--- src/rtl/seg7_pkg.sv ---
// Shared types and helpers for the multiplexed 7-segment scanner.
package seg7_pkg;

    localparam int NIB_W      = 4;
    // Widest display lz_mask can evaluate; larger DIGITS must raise this.
    localparam int MAX_DIGITS = 16;

    typedef enum logic {
        BLANK = 1'b0,
        SHOW  = 1'b1
    } state_t;

    // Bit i is set when digit i is a leading zero: i > 0 and nibbles
    // i..digits-1 are all zero. Digit 0 is never flagged.
    function automatic logic [MAX_DIGITS-1:0] lz_mask(
        input logic [NIB_W*MAX_DIGITS-1:0] value,
        input int                          digits
    );
        logic [MAX_DIGITS-1:0] mask;
        logic                  upper_zero;
        mask       = '0;
        upper_zero = 1'b1;
        for (int i = MAX_DIGITS - 1; i >= 0; i--) begin
            if (i < digits) begin
                upper_zero = upper_zero && (value[NIB_W*i +: NIB_W] == '0);
                mask[i]    = (i > 0) && upper_zero;
            end
        end
        return mask;
    endfunction

endpackage

--- src/rtl/seg7_scan_tick.sv ---
// Reloadable down-counter: tick is high while the count sits at zero, and
// tick_next tells the parent whether the following cycle will tick.
module scan_tick #(
    parameter int               CNT_W    = 2,
    parameter logic [CNT_W-1:0] RST_LOAD = '0
) (
    input  logic             clk,
    input  logic             rst,
    input  logic [CNT_W-1:0] load_val,
    output logic             tick,
    output logic             tick_next
);

    logic [CNT_W-1:0] cnt;

    // NOTE: sequential state is assigned with <= only, so every register
    // samples the pre-edge values of its neighbours.
    always_ff @(posedge clk) begin
        if (rst) begin
            cnt <= RST_LOAD;
        end else if (tick) begin
            cnt <= load_val;
        end else begin
            cnt <= cnt - CNT_W'(1);
        end
    end

    assign tick      = (cnt == '0);
    assign tick_next = tick ? (load_val == '0) : (cnt == CNT_W'(1));

endmodule

--- src/rtl/seg7_scan.sv ---
// Time-multiplexed scanner for a common-anode 7-segment display with
// anti-ghost blanking, leading-zero suppression and frame-aligned updates.
module seg7_scan
    import seg7_pkg::*;
#(
    parameter int DIGITS      = 4,
    parameter int CLK_DIV     = 50000,
    parameter int BLANK_CYC   = 500,
    parameter int LZ_SUPPRESS = 1
) (
    input  logic                    clk,
    input  logic                    rst,
    input  logic [NIB_W*DIGITS-1:0] val,
    input  logic                    val_ld,
    output logic [NIB_W-1:0]        dig_dat,
    output logic                    dig_enb,
    output logic [DIGITS-1:0]       dig_sel,
    output logic                    frame_done
);

    localparam int CNT_MAX   = (CLK_DIV > BLANK_CYC) ? CLK_DIV : BLANK_CYC;
    localparam int CNT_RANGE = (CNT_MAX > 2) ? CNT_MAX : 2;
    localparam int CNT_W     = $clog2(CNT_RANGE);
    localparam int IDX_RANGE = (DIGITS > 2) ? DIGITS : 2;
    localparam int IDX_W     = $clog2(IDX_RANGE);

    localparam logic [CNT_W-1:0] SHOW_LOAD  = CNT_W'(CLK_DIV - 1);
    localparam logic [CNT_W-1:0] BLANK_LOAD = CNT_W'((BLANK_CYC > 0) ? BLANK_CYC - 1 : 0);
    localparam logic [IDX_W-1:0] LAST_IDX   = IDX_W'(DIGITS - 1);
    localparam logic             HAS_BLANK  = (BLANK_CYC > 0);
    localparam logic             LZ_ON      = (LZ_SUPPRESS != 0);

    state_t                    state;
    state_t                    nxt_state;
    logic [IDX_W-1:0]          idx;
    logic [IDX_W-1:0]          nxt_idx;
    logic [NIB_W*DIGITS-1:0]   shadow;
    logic [NIB_W*DIGITS-1:0]   nxt_shadow;
    logic [NIB_W*DIGITS-1:0]   pend;
    logic                      pending;
    logic                      wrap;
    logic                      tick;
    logic                      tick_next;
    logic [CNT_W-1:0]          load_val;

    logic [NIB_W*MAX_DIGITS-1:0] wide_shadow;
    logic [MAX_DIGITS-1:0]       sup_mask;
    logic [DIGITS-1:0]           nxt_sel;
    logic [NIB_W-1:0]            nxt_dat;
    logic                        nxt_enb;
    logic                        nxt_frame_done;

    scan_tick #(
        .CNT_W   (CNT_W),
        .RST_LOAD(BLANK_LOAD)
    ) u_tick (
        .clk      (clk),
        .rst      (rst),
        .load_val (load_val),
        .tick     (tick),
        .tick_next(tick_next)
    );

    // Sequencing: where the scan goes on the next edge, and which value the
    // display will hold from then on (shadow only moves at the index wrap).
    // NOTE: every signal driven here gets a default first, so no path can
    // leave it unassigned and infer a latch.
    always_comb begin
        nxt_state  = state;
        nxt_idx    = idx;
        wrap       = 1'b0;
        nxt_shadow = shadow;
        if (tick) begin
            if (state == BLANK) begin
                nxt_state = SHOW;
            end else begin
                if (HAS_BLANK) begin
                    nxt_state = BLANK;
                end else begin
                    nxt_state = SHOW;
                end
                wrap    = (idx == LAST_IDX);
                nxt_idx = wrap ? '0 : idx + IDX_W'(1);
            end
        end
        load_val = (nxt_state == SHOW) ? SHOW_LOAD : BLANK_LOAD;
        if (wrap) begin
            if (val_ld) begin
                nxt_shadow = val;
            end else if (pending) begin
                nxt_shadow = pend;
            end
        end
    end

    // Output decode for the state being entered, so outputs leave a register.
    always_comb begin
        wide_shadow                      = '0;
        wide_shadow[NIB_W*DIGITS-1:0]    = nxt_shadow;
        sup_mask                         = lz_mask(wide_shadow, DIGITS);
        nxt_sel                          = '1;
        nxt_dat                          = '0;
        nxt_enb                          = 1'b0;
        if (nxt_state == SHOW) begin
            nxt_sel[nxt_idx] = 1'b0;
            nxt_dat          = nxt_shadow[NIB_W*nxt_idx +: NIB_W];
            nxt_enb          = !(LZ_ON && sup_mask[nxt_idx]);
        end
        // The last cycle of the final digit is the one in which idx wraps.
        nxt_frame_done = (nxt_state == SHOW) && (nxt_idx == LAST_IDX) && tick_next;
    end

    always_ff @(posedge clk) begin
        if (rst) begin
            state      <= BLANK;
            idx        <= '0;
            shadow     <= '0;
            pend       <= '0;
            pending    <= 1'b0;
            dig_sel    <= '1;
            dig_enb    <= 1'b0;
            dig_dat    <= '0;
            frame_done <= 1'b0;
        end else begin
            state      <= nxt_state;
            idx        <= nxt_idx;
            shadow     <= nxt_shadow;
            if (wrap) begin
                pending <= 1'b0;
            end else if (val_ld) begin
                pend    <= val;
                pending <= 1'b1;
            end
            dig_sel    <= nxt_sel;
            dig_enb    <= nxt_enb;
            dig_dat    <= nxt_dat;
            frame_done <= nxt_frame_done;
        end
    end

endmodule

--- config.mk ---
export PLATFORM = sky130hd
export DESIGN_NAME = seg7_scan
export DESIGN_NICKNAME = d
export VERILOG_FILES = /design/src/rtl/seg7_pkg.sv /design/src/rtl/seg7_scan_tick.sv /design/src/rtl/seg7_scan.sv
export SDC_FILE = /design/constraint.sdc
export NUM_CORES = 1
export LEC_CHECK = 0
export BUFFER_PORTS_ARGS = -buffer_cell sky130_fd_sc_hd__buf_2
export CORE_MARGIN = 10
export CORE_UTILIZATION = 52
export CTS_CLUSTER_SIZE = 24
export DETAILED_ROUTE_END_ITERATION = 7
export GPL_TIMING_DRIVEN = 0
export PLACE_DENSITY = 0.75
export SLEW_MARGIN = 20
export SYNTH_ARGS = -nofsm -noshare
export SYNTH_HDL_FRONTEND = slang
export SYNTH_SLANG_ARGS = --single-unit
export TNS_END_PERCENT = 50
--- constraint.sdc ---
create_clock -name clk -period 3.1 [get_ports clk]
set_input_delay 0.62 -clock clk [delete_from_list [all_inputs] [get_ports clk]]
set_output_delay 0.62 -clock clk [all_outputs]
set_load 0.05 [all_outputs]
==> results of run 1 <==
==> worst min path at each step <==
stage / startpoint / end / slack [ps] / depth (start not counted)
floorplan: u_tick.cnt[0]$_SDFF_PP1_ / u_tick.cnt[0]$_SDFF_PP1_ / 390 / 1
global placement: u_tick.cnt[0]$_SDFF_PP1_ / u_tick.cnt[0]$_SDFF_PP1_ / 410 / 1
finish: u_tick.cnt[0]$_SDFF_PP1_ / u_tick.cnt[0]$_SDFF_PP1_ / 430 / 1
CTS: u_tick.cnt[0]$_SDFF_PP1_ / u_tick.cnt[0]$_SDFF_PP1_ / 430 / 1
detailed placement: u_tick.cnt[0]$_SDFF_PP1_ / u_tick.cnt[0]$_SDFF_PP1_ / 420 / 1
global route: u_tick.cnt[0]$_SDFF_PP1_ / u_tick.cnt[0]$_SDFF_PP1_ / 470 / 1
==> sequential cells by signal, indices dropped and copies added, names as in the netlist <==
name / cells
frame_done: 1
u_tick.cnt: 16
shadow: 16
pending: 1
idx: 2
dig_sel: 4
state: 1
pend: 16
dig_dat: 4
dig_enb: 1
==> cells in the mapped netlist (4+ instances only) <==
master     n  share of area
a211oi_1   6          0.016
nor2b_1   16          0.036
or3_1      6          0.013
inv_1     10          0.013
nand3_1    7          0.012
o21ai_0    9          0.016
dfxtp_1   62           0.44
a22oi_1    5          0.013
a21oi_1   32          0.057
nand2_1   52          0.069
ha_1       4          0.018
nor2_1    34          0.045
xnor2_1   12          0.037
o221a_2    5          0.020
nor3_1    12          0.021
or4_1      5          0.013
nor4_1     5          0.011
clkbuf_1  13          0.017
or2_2      4         0.0089
xor2_1     4          0.012
==> final cells by class <==
cell class	instances	area share
clock inverter	1	0.00149
buffer	14	0.0212
tap	70	0.0260
multi-input combinational	251	0.465
clock buffer	14	0.0483
timing repair buffer	35	0.0572
sequential	62	0.369
inverter	10	0.0111
==> per-layer routing <==
layer,share of wire,routed length [microns],global-route usage
met1,0.44,3430,0.230
met2,0.46,3610,0.270
met3,0.077,601,0.0408
met4,0.018,138,0.0722
met5,0,0,0
==> logic make-up after synthesis <==
| group | Yosys count | synth area share |
|---|---|---|
| AO/OA/AOI/OAI | 77 | 0.181 |
| adder cells (fa/ha/maj) | 4 | 0.0178 |
| buffers and inverters | 27 | 0.0373 |
| AND/OR/NAND/NOR | 150 | 0.257 |
| multiplexers | 4 | 0.0156 |
| XOR/XNOR | 16 | 0.0498 |
| flip-flops | 62 | 0.441 |
==> through the flow <==
| stage | util | instance area, sq um | std cells | setup slack [ps] |
|---|---|---|---|---|
| floorplan | - | 2810 | 340 | 203 |
| global route | 0.651 | 3370 | 457 | -41.0 |
| finish | 0.651 | 3370 | 457 | 23.1 |
| detailed placement | 0.588 | 3040 | 438 | -338 |
| global placement | 0.588 | 3040 | 438 | -321 |
| CTS | 0.632 | 3270 | 452 | 9.34 |
==> power by group through the flow <==
stage / logic (mW) / clock network (mW) / registers [mW]
global route: 0.106 / 0.673 / 0.827
finish: 0.0949 / 0.631 / 0.826
floorplan: 0.0570 / 0 / 0.840
detailed placement: 0.0903 / 0 / 0.844
global placement: 0.0889 / 0 / 0.843
CTS: 0.0924 / 0.631 / 0.826
==> timing repair <==
action / 4_1_cts / 5_1_grt
pin swaps: 1 / 1
buffers inserted: 0 / 7
gates resized for setup: 14 / 17
endpoints found under the setup margin: 16 / 15
==> results.cfg, run 1 <==
[power]
powerDensity_mw_per_mm2 = 461
leakagePower_nw = 1.34
internal_power_mw = 1.18
p_sw_uw = 376
swShare = 0.242
p_seq_frac = 0.532
pwr-share-clk = 0.407
p_comb_frac = 0.061
p_total_mw = 1.55
peakVddDrop_uv = 330

[worst_setup_path]
critPathMaxStageDelay_ps = 530
reg2reg_depth = 9
timing.rr.end = dig_enb$_SDFF_PP0_
endpoint = dig_enb$_SDFF_PP0_
crit_cells = 9
critPathSlowestCell = or4_4
rrSetupSlack_ps = 20
path_common_cell = or4_4
path_max_fanout = 7
rr_startpoint = u_tick.cnt[9]$_SDFF_PP0_
cp.required_ps = 3300
cp.arrival_ps = 3280
path_cells = or4_4, buf_6, or4_4, buf_6, or3_1, o221a_4, or4_4, o21ai_2, a31oi_1
critical_path_class = flip-flop to flip-flop
cp_num_buf_inv = 2
crit_family = simple AND/OR/NAND/NOR gates
start_kind = flip-flop
crit_path_start = u_tick.cnt[9]$_SDFF_PP0_
crit_path_end_kind = flip-flop

[yosys]
synthArstFlopShare = 0
synth_flop_cell = dfxtp_1
synth_cells = 340
ys_seq_elements = 62
synth.net_count = 363
synth_seq_area_share = 0.441
synth_edf_count = 0
syn-cell-area_sq_mm = 0.00281
synth.avg_cell_area_sq_um = 8.28
ys_warn_count = 0
synth_cell_type_count = 46

[timing]
period_share = 0.993
drv_slew = 0
rsz0062_at_grt = yes
hold_ws_ps = 434
finalHoldViolations = 0
final-setup-viol-count = 0
tns_ps = 0
slew_headroom = 0.573
tightest_slew_ps = 640
finClkSkew_ps = 8.60
max_freq_mhz = 325
period_minus_slack_ps = 3080

[clock_network]
htree_levels = 3
cts_buffer_depth = 2
cts_buffers = 9
clk_pin_slew_worst_paths_ps = 70
cts_sinks = 62
tritoncts = built
hold_buffers = 0
cts-root-buf = clkbuf_8
clock_latency_ps = 340

[layout]
fillers = 440
multi_input_area_sq_mm = 0.00157
ff_latch_area_sq_mm = 0.00124
syn2layout_area_growth_pct = 19.7
layout_common_cells = dfxtp_1, nand2_1, nor2_1
drive_above_1_share = 0.220
fin_nets = 406
mostFrequentLayoutCell = dfxtp_1
n_antenna_cell = 0

[die]
die_w_microns = 93.6
coreArea_sq_mm = 0.00517
die-area_sq_mm = 0.00875
io_pins = 29
start_util = 0.544
rows = 26
chipHeight_microns = 93.6

[global_route]
antenna_found_initial = 0
grt_pass1_wl_microns = 12300
grt_max_degree = 11
grt_usage = 0.175
overflow = 0
grt_pass1_vias = 2506

[detailed_routing]
drt-total-wl_microns = 7780
vias = 2638
antenna_left = 0
firstDrtPassIters = 5
initialDrtViolationCount = 172
routedWlPerCell_microns = 17.0
avgViaCountPerCell = 5.77
drc = 0

[place]
numPortBuffers = 28
routabilityCongestion = 0.956
dp_hpwl_microns = 5310

[worst_hold_path]
min_path_type = flip-flop to flip-flop

[run]
drv_cap = 0

[outcome]
status = finished, final reports clean
Power figures use the tool's default switching activity.
==> inputs of run 2 (changes only) <==
--- a/config.mk
+++ b/config.mk
@@ -6,6 +6,7 @@
 export NUM_CORES = 1
 export LEC_CHECK = 0
 export BUFFER_PORTS_ARGS = -buffer_cell sky130_fd_sc_hd__buf_2
+export CORE_ASPECT_RATIO = 0.5
 export CORE_MARGIN = 10
 export CORE_UTILIZATION = 52
 export CTS_CLUSTER_SIZE = 24
==> constraint.sdc (replaced) <==
create_clock -name clk -period 3.1 [get_ports clk]
set_input_delay 0.465 -clock clk [delete_from_list [all_inputs] [get_ports clk]]
set_output_delay 0.465 -clock clk [all_outputs]
set_load 0.05 [all_outputs]
==> run 2 against run 1 <==
Compared with the run above:
- critical path depth did not move
- via count increased by 1.7%
- core utilization is 1.8 points higher
- sequential cell count stayed put
- total power grew 5.8%
- highest routed layer unchanged
==> results.cfg, run 2 (synthesis gave the netlist of run 1 again) <==
[die]
die-area_sq_mm = 0.00893
die_w_microns = 124
start_util = 0.555
io_pins = 29
chipHeight_microns = 72.0
rows = 18
coreArea_sq_mm = 0.00507

[timing]
period_share = 0.973
period_minus_slack_ps = 3020
final-setup-viol-count = 0
tns_ps = 0
slew_headroom = 0.597
finClkSkew_ps = 5.35
fin_ws_ps = 84.3
max_freq_mhz = 332
drv_slew = 0
tightest_slew_ps = 600
finalHoldViolations = 0
hold_ws_ps = 372

[place]
dp_hpwl_microns = 5320
routabilityCongestion = 0.870
dp.cells = 438
dpl_worst_slack_ps = -349
numPortBuffers = 28

[clock_network]
clk_pin_slew_worst_paths_ps = 70
clock_latency_ps = 340
tritoncts = built
cts_sinks = 62
cts-root-buf = clkbuf_8
cts_buffer_depth = 2
cts_buffers = 9
htree_levels = 3

[global_route]
antenna_found_initial = 0
overflow = 0
grt_pass1_vias = 2488
grt_usage = 0.172
grt_max_degree = 17
grt_pass1_wl_microns = 12300

[power]
internal_power_mw = 1.26
pwr-share-clk = 0.437
p_seq_frac = 0.503
swShare = 0.233
peakVddDrop_uv = 284
leakagePower_nw = 1.35
powerDensity_mw_per_mm2 = 484
p_sw_uw = 383
p_total_mw = 1.64
p_comb_frac = 0.060

[detailed_routing]
drc = 0
initialDrtViolationCount = 317
avgViaCountPerCell = 5.86
routedWlPerCell_microns = 16.6
firstDrtPassIters = 6
drt-total-wl_microns = 7620
vias = 2682
antenna_left = 0

[worst_setup_path]
cp.arrival_ps = 3230
rrSetupSlack_ps = 80
cp.required_ps = 3310
path_max_fanout = 7
rr_startpoint = u_tick.cnt[12]$_SDFF_PP0_
crit_path_start = u_tick.cnt[12]$_SDFF_PP0_
crit_path_end_kind = flip-flop
critPathMaxStageDelay_ps = 530
start_kind = flip-flop
path_cells = or4_4, buf_6, or4_4, buf_6, or3_1, o221a_2, or4_1, o21ai_1, a31oi_1
critical_path_class = flip-flop to flip-flop
critPathSlowestCell = or4_4
timing.rr.end = dig_enb$_SDFF_PP0_
reg2reg_depth = 9

[layout]
fin_nets = 406
layout_common_cells = dfxtp_1, nand2_1, nor2_1
reg.largest.list = pend x16, shadow x16, u_tick.cnt x16
n_antenna_cell = 0
fillers = 426
syn2layout_area_growth_pct = 20.5
mostFrequentLayoutCell = dfxtp_1
drive_above_1_share = 0.219
fin_cells = 458

[run]
drv_cap = 0

[worst_hold_path]
hp-start = val[7]
whs_endpoint = pend[7]$_SDFFE_PP0P_
holdPathStages = 3
min_path_type = input port to flip-flop

[outcome]
status = finished, final reports clean
==> run 2: changes by cell type in the layout (fill, tap and decap cells not counted), sizes merged <==
cell and delta:
clkbuf -2, clkinv +2, bufinv +1
==> run 2: critical path, delay by kind of cell (launching register included) <==
family / cells / cell delay, ps
AOI/OAI and AO/OA: 3 / 320
buffers and inverters: 2 / 300
DFF: 1 / 320
and+or+nand+nor: 4 / 1930
==> run 2: power groups by stage <==
stage | clock network (mW) | registers, mW | logic, mW
6_report | 0.718 | 0.826 | 0.0988
5_1_grt | 0.770 | 0.827 | 0.110
4_1_cts | 0.730 | 0.826 | 0.0916
3_5_place_dp | 0 | 0.844 | 0.0905
3_3_place_gp | 0 | 0.843 | 0.0880
2_1_floorplan | 0 | 0.840 | 0.0570
==> run 2: per-stage QoR <==
stage,area (sq um),utilization
floorplan,2810,-
global placement,3040,0.600
detailed placement,3040,0.600
CTS,3270,0.645
global route,3390,0.669
finish,3390,0.669
==> run 2: worst max path at each step <==
| stage | to | slack [ps] | depth (start not counted) |
|---|---|---|---|
| 2_1_floorplan | dig_enb$_SDFF_PP0_ | 200 | 10 |
| 3_3_place_gp | dig_dat[1]$_SDFF_PP0_ | -260 | 9 |
| 3_5_place_dp | dig_dat[1]$_SDFF_PP0_ | -350 | 9 |
| 4_1_cts | dig_enb$_SDFF_PP0_ | 4 | 9 |
| 5_1_grt | dig_enb$_SDFF_PP0_ | -20 | 10 |
| 6_report | dig_enb$_SDFF_PP0_ | 80 | 9 |
==> run 2: final cells by class <==
type	count	area [sq um]	share of cell area
Clock buffer	12	155	0.0458
Multi-Input combinational cell	251	1560	0.459
Timing Repair Buffer	35	193	0.0568
Buffer	14	70.1	0.0207
Sequential cell	62	1250	0.368
Clock inverter	4	45.0	0.0133
Tap cell	70	87.6	0.0258
Inverter	10	37.5	0.0111
==> run 2: timing repair <==
| action | 4_1_cts | 5_1_grt |
|---|---|---|
| gates resized for setup | 5 | 25 |
| endpoints found under the setup margin | 16 | 22 |
| hold buffers | 0 | 0 |
| buffers inserted | 0 | 7 |
| pin swaps | 1 | 4 |
==> run 2: routing by layer <==
layer,up-vias,GRT usage,wire [microns]
met1,1276,0.217,3140
li1,1273,-,-
met4,0,0.0368,61
met5,-,0,0
met2,122,0.277,3590
met3,11,0.0641,823
==> inputs of run 3 (changes only) <==
--- a/config.mk
+++ b/config.mk
@@ -8,11 +8,12 @@
 export BUFFER_PORTS_ARGS = -buffer_cell sky130_fd_sc_hd__buf_2
 export CORE_ASPECT_RATIO = 0.5
 export CORE_MARGIN = 10
-export CORE_UTILIZATION = 52
+export CORE_UTILIZATION = 55
+export CTS_BUF_LIST = sky130_fd_sc_hd__clkbuf_8
 export CTS_CLUSTER_SIZE = 24
 export DETAILED_ROUTE_END_ITERATION = 7
 export GPL_TIMING_DRIVEN = 0
-export PLACE_DENSITY = 0.75
+export PLACE_DENSITY = 0.78
 export SLEW_MARGIN = 20
 export SYNTH_ARGS = -nofsm -noshare
 export SYNTH_HDL_FRONTEND = slang
==> run 3 against run 2 <==
Compared with the run above:
- non-clock buffer count grew 3
- sequential cell count stayed put
- register-to-register slack worse by 20 ps
- total power fell by 6.9%
- worst hold slack improved by 2.5 ps
- critical path depth stayed put
- clock power decreased by 15%
- clock skew up 4.2 ps
- first-iteration DRC count decreased by 28%
- global-route usage up 0.61 points
- largest cell class unchanged
- largest power group unchanged
==> results.cfg, run 3 (synthesis gave the netlist of run 1 again) <==
[timing]
period_share = 0.980
final-setup-viol-count = 0
tightest_slew_ps = 609
period_minus_slack_ps = 3040
drv_slew = 0
finClkSkew_ps = 9.51
max_freq_mhz = 329
slew_headroom = 0.594
finalHoldViolations = 0
tns_ps = 0

[place]
place_area_sq_mm = 0.00304
dp_hpwl_microns = 5260
routabilityCongestion = 0.914
numPortBuffers = 28

[clock_network]
clk_pin_slew_worst_paths_ps = 70
htree_levels = 3
hold_buffers = 0
clock_latency_ps = 340
cts_sinks = 62
cts-root-buf = clkbuf_8
cts_buffers = 9
tritoncts = built
cts_buffer_depth = 2

[power]
swShare = 0.239
p_comb_frac = 0.062
leakagePower_nw = 1.36
peakVddDrop_uv = 253
internal_power_mw = 1.16
p_sw_uw = 365
pwr-share-clk = 0.397
p_seq_frac = 0.541
powerDensity_mw_per_mm2 = 452

[detailed_routing]
initialDrtViolationCount = 228
firstDrtPassIters = 5
drt-total-wl_microns = 7470
drc = 0
antenna_left = 0
routedWlPerCell_microns = 16.3
avgViaCountPerCell = 5.77
vias = 2642

[worst_setup_path]
start_kind = flip-flop
cp.arrival_ps = 3250
path_cells = or4_4, buf_6, or4_4, buf_6, or3_1, o221a_4, or4_4, o21ai_2, a31oi_1
path_common_cell = or4_4
cp.required_ps = 3310
cp_num_buf_inv = 2
critPathMaxStageDelay_ps = 530
crit_path_end_kind = flip-flop
rrSetupSlack_ps = 60
crit_family = simple AND/OR/NAND/NOR gates
critical_path_class = flip-flop to flip-flop
path_max_fanout = 7
critPathSlowestCell = or4_4

[die]
chipHeight_microns = 70.6
io_pins = 29
die_w_microns = 121
rows = 18
coreArea_sq_mm = 0.00493
die-area_sq_mm = 0.00855
start_util = 0.571

[layout]
mostFrequentLayoutCell = dfxtp_1
drive_above_1_share = 0.227
n_antenna_cell = 0
reg.largest.list = pend x16, shadow x16, u_tick.cnt x16
fin_nets = 409
fin_area_sq_mm = 0.00338
final_util = 0.686
layout_common_cells = dfxtp_1, nand2_1, nor2_1
syn2layout_area_growth_pct = 20.2

[worst_hold_path]
min_path_type = input port to flip-flop

[global_route]
grt_pass1_vias = 2614
antenna_found_initial = 0
grt_usage = 0.179
grt_max_degree = 17
grt_pass1_wl_microns = 12500
overflow = 0

[run]
drv_cap = 0

[outcome]
status = finished, final reports clean
## run 3: changes by cell type in the layout (fill, tap and decap cells not counted), sizes merged
cell,delta
bufinv,-1
buf,+3
clkbuf,-1
clkinv,-1
## run 3: path summary, 6_finish.rpt
check                           cells after the start                startpoint                        to
worst max-delay path                                9  u_tick.cnt[9]$_SDFF_PP0_        dig_enb$_SDFF_PP0_
worst min-delay path                                3                   val[15]     pend[15]$_SDFFE_PP0P_
worst max register to register                      9  u_tick.cnt[9]$_SDFF_PP0_        dig_enb$_SDFF_PP0_
worst min register to register                      1  u_tick.cnt[0]$_SDFF_PP1_  u_tick.cnt[0]$_SDFF_PP1_
## run 3: metrics by stage
stage / power (mW) / hold WS (ps) / setup WS [ps] / std cells
finish: 1.53 / 374 / 60.7 / 458
global route: 1.59 / 364 / -22.9 / 458
CTS: 1.53 / 362 / 4.59 / 449
detailed placement: 0.934 / 412 / -359 / 438
global placement: 0.929 / 407 / -314 / 438
floorplan: 0.897 / 388 / 203 / 340
## run 3: layout make-up
type,count,area (sq um)
clock buffer,11,151
inverter,10,37.5
clock inverter,2,10.0
tap,70,87.6
fill,381,1550
timing repair buffer,38,215
multi-input combinational,251,1570
sequential,62,1250
buffer,14,68.8
## run 3: worst reg2reg max path, delay by kind of cell, from the launching register on
family	cells	cell delay [ps]
flops	1	350
compound gates	3	300
simple gates	4	1950
buf+inv	2	300
## run 3: layer usage
metal,track usage,wire [microns]
met2,0.286,3500
met4,0.0710,165
met1,0.214,3190
met3,0.0665,617
met5,0,0
## run 3: power groups by stage
stage                     combinational (mW)  clock, mW  sequential (mW)
after CTS                             0.0912      0.613            0.827
after global routing                   0.106      0.652            0.828
final                                 0.0950      0.607            0.827
after detailed placement              0.0904          0            0.844
after global placement                0.0864          0            0.843
after floorplan                       0.0570          0            0.840
## run 3: repair_timing
item,4_1_cts,5_1_grt
gates cloned,0,0
endpoints found under the hold margin,0,0
buffers inserted,0,10
gates resized for setup,8,21
endpoints found under the setup margin,16,18
pin swaps,1,2
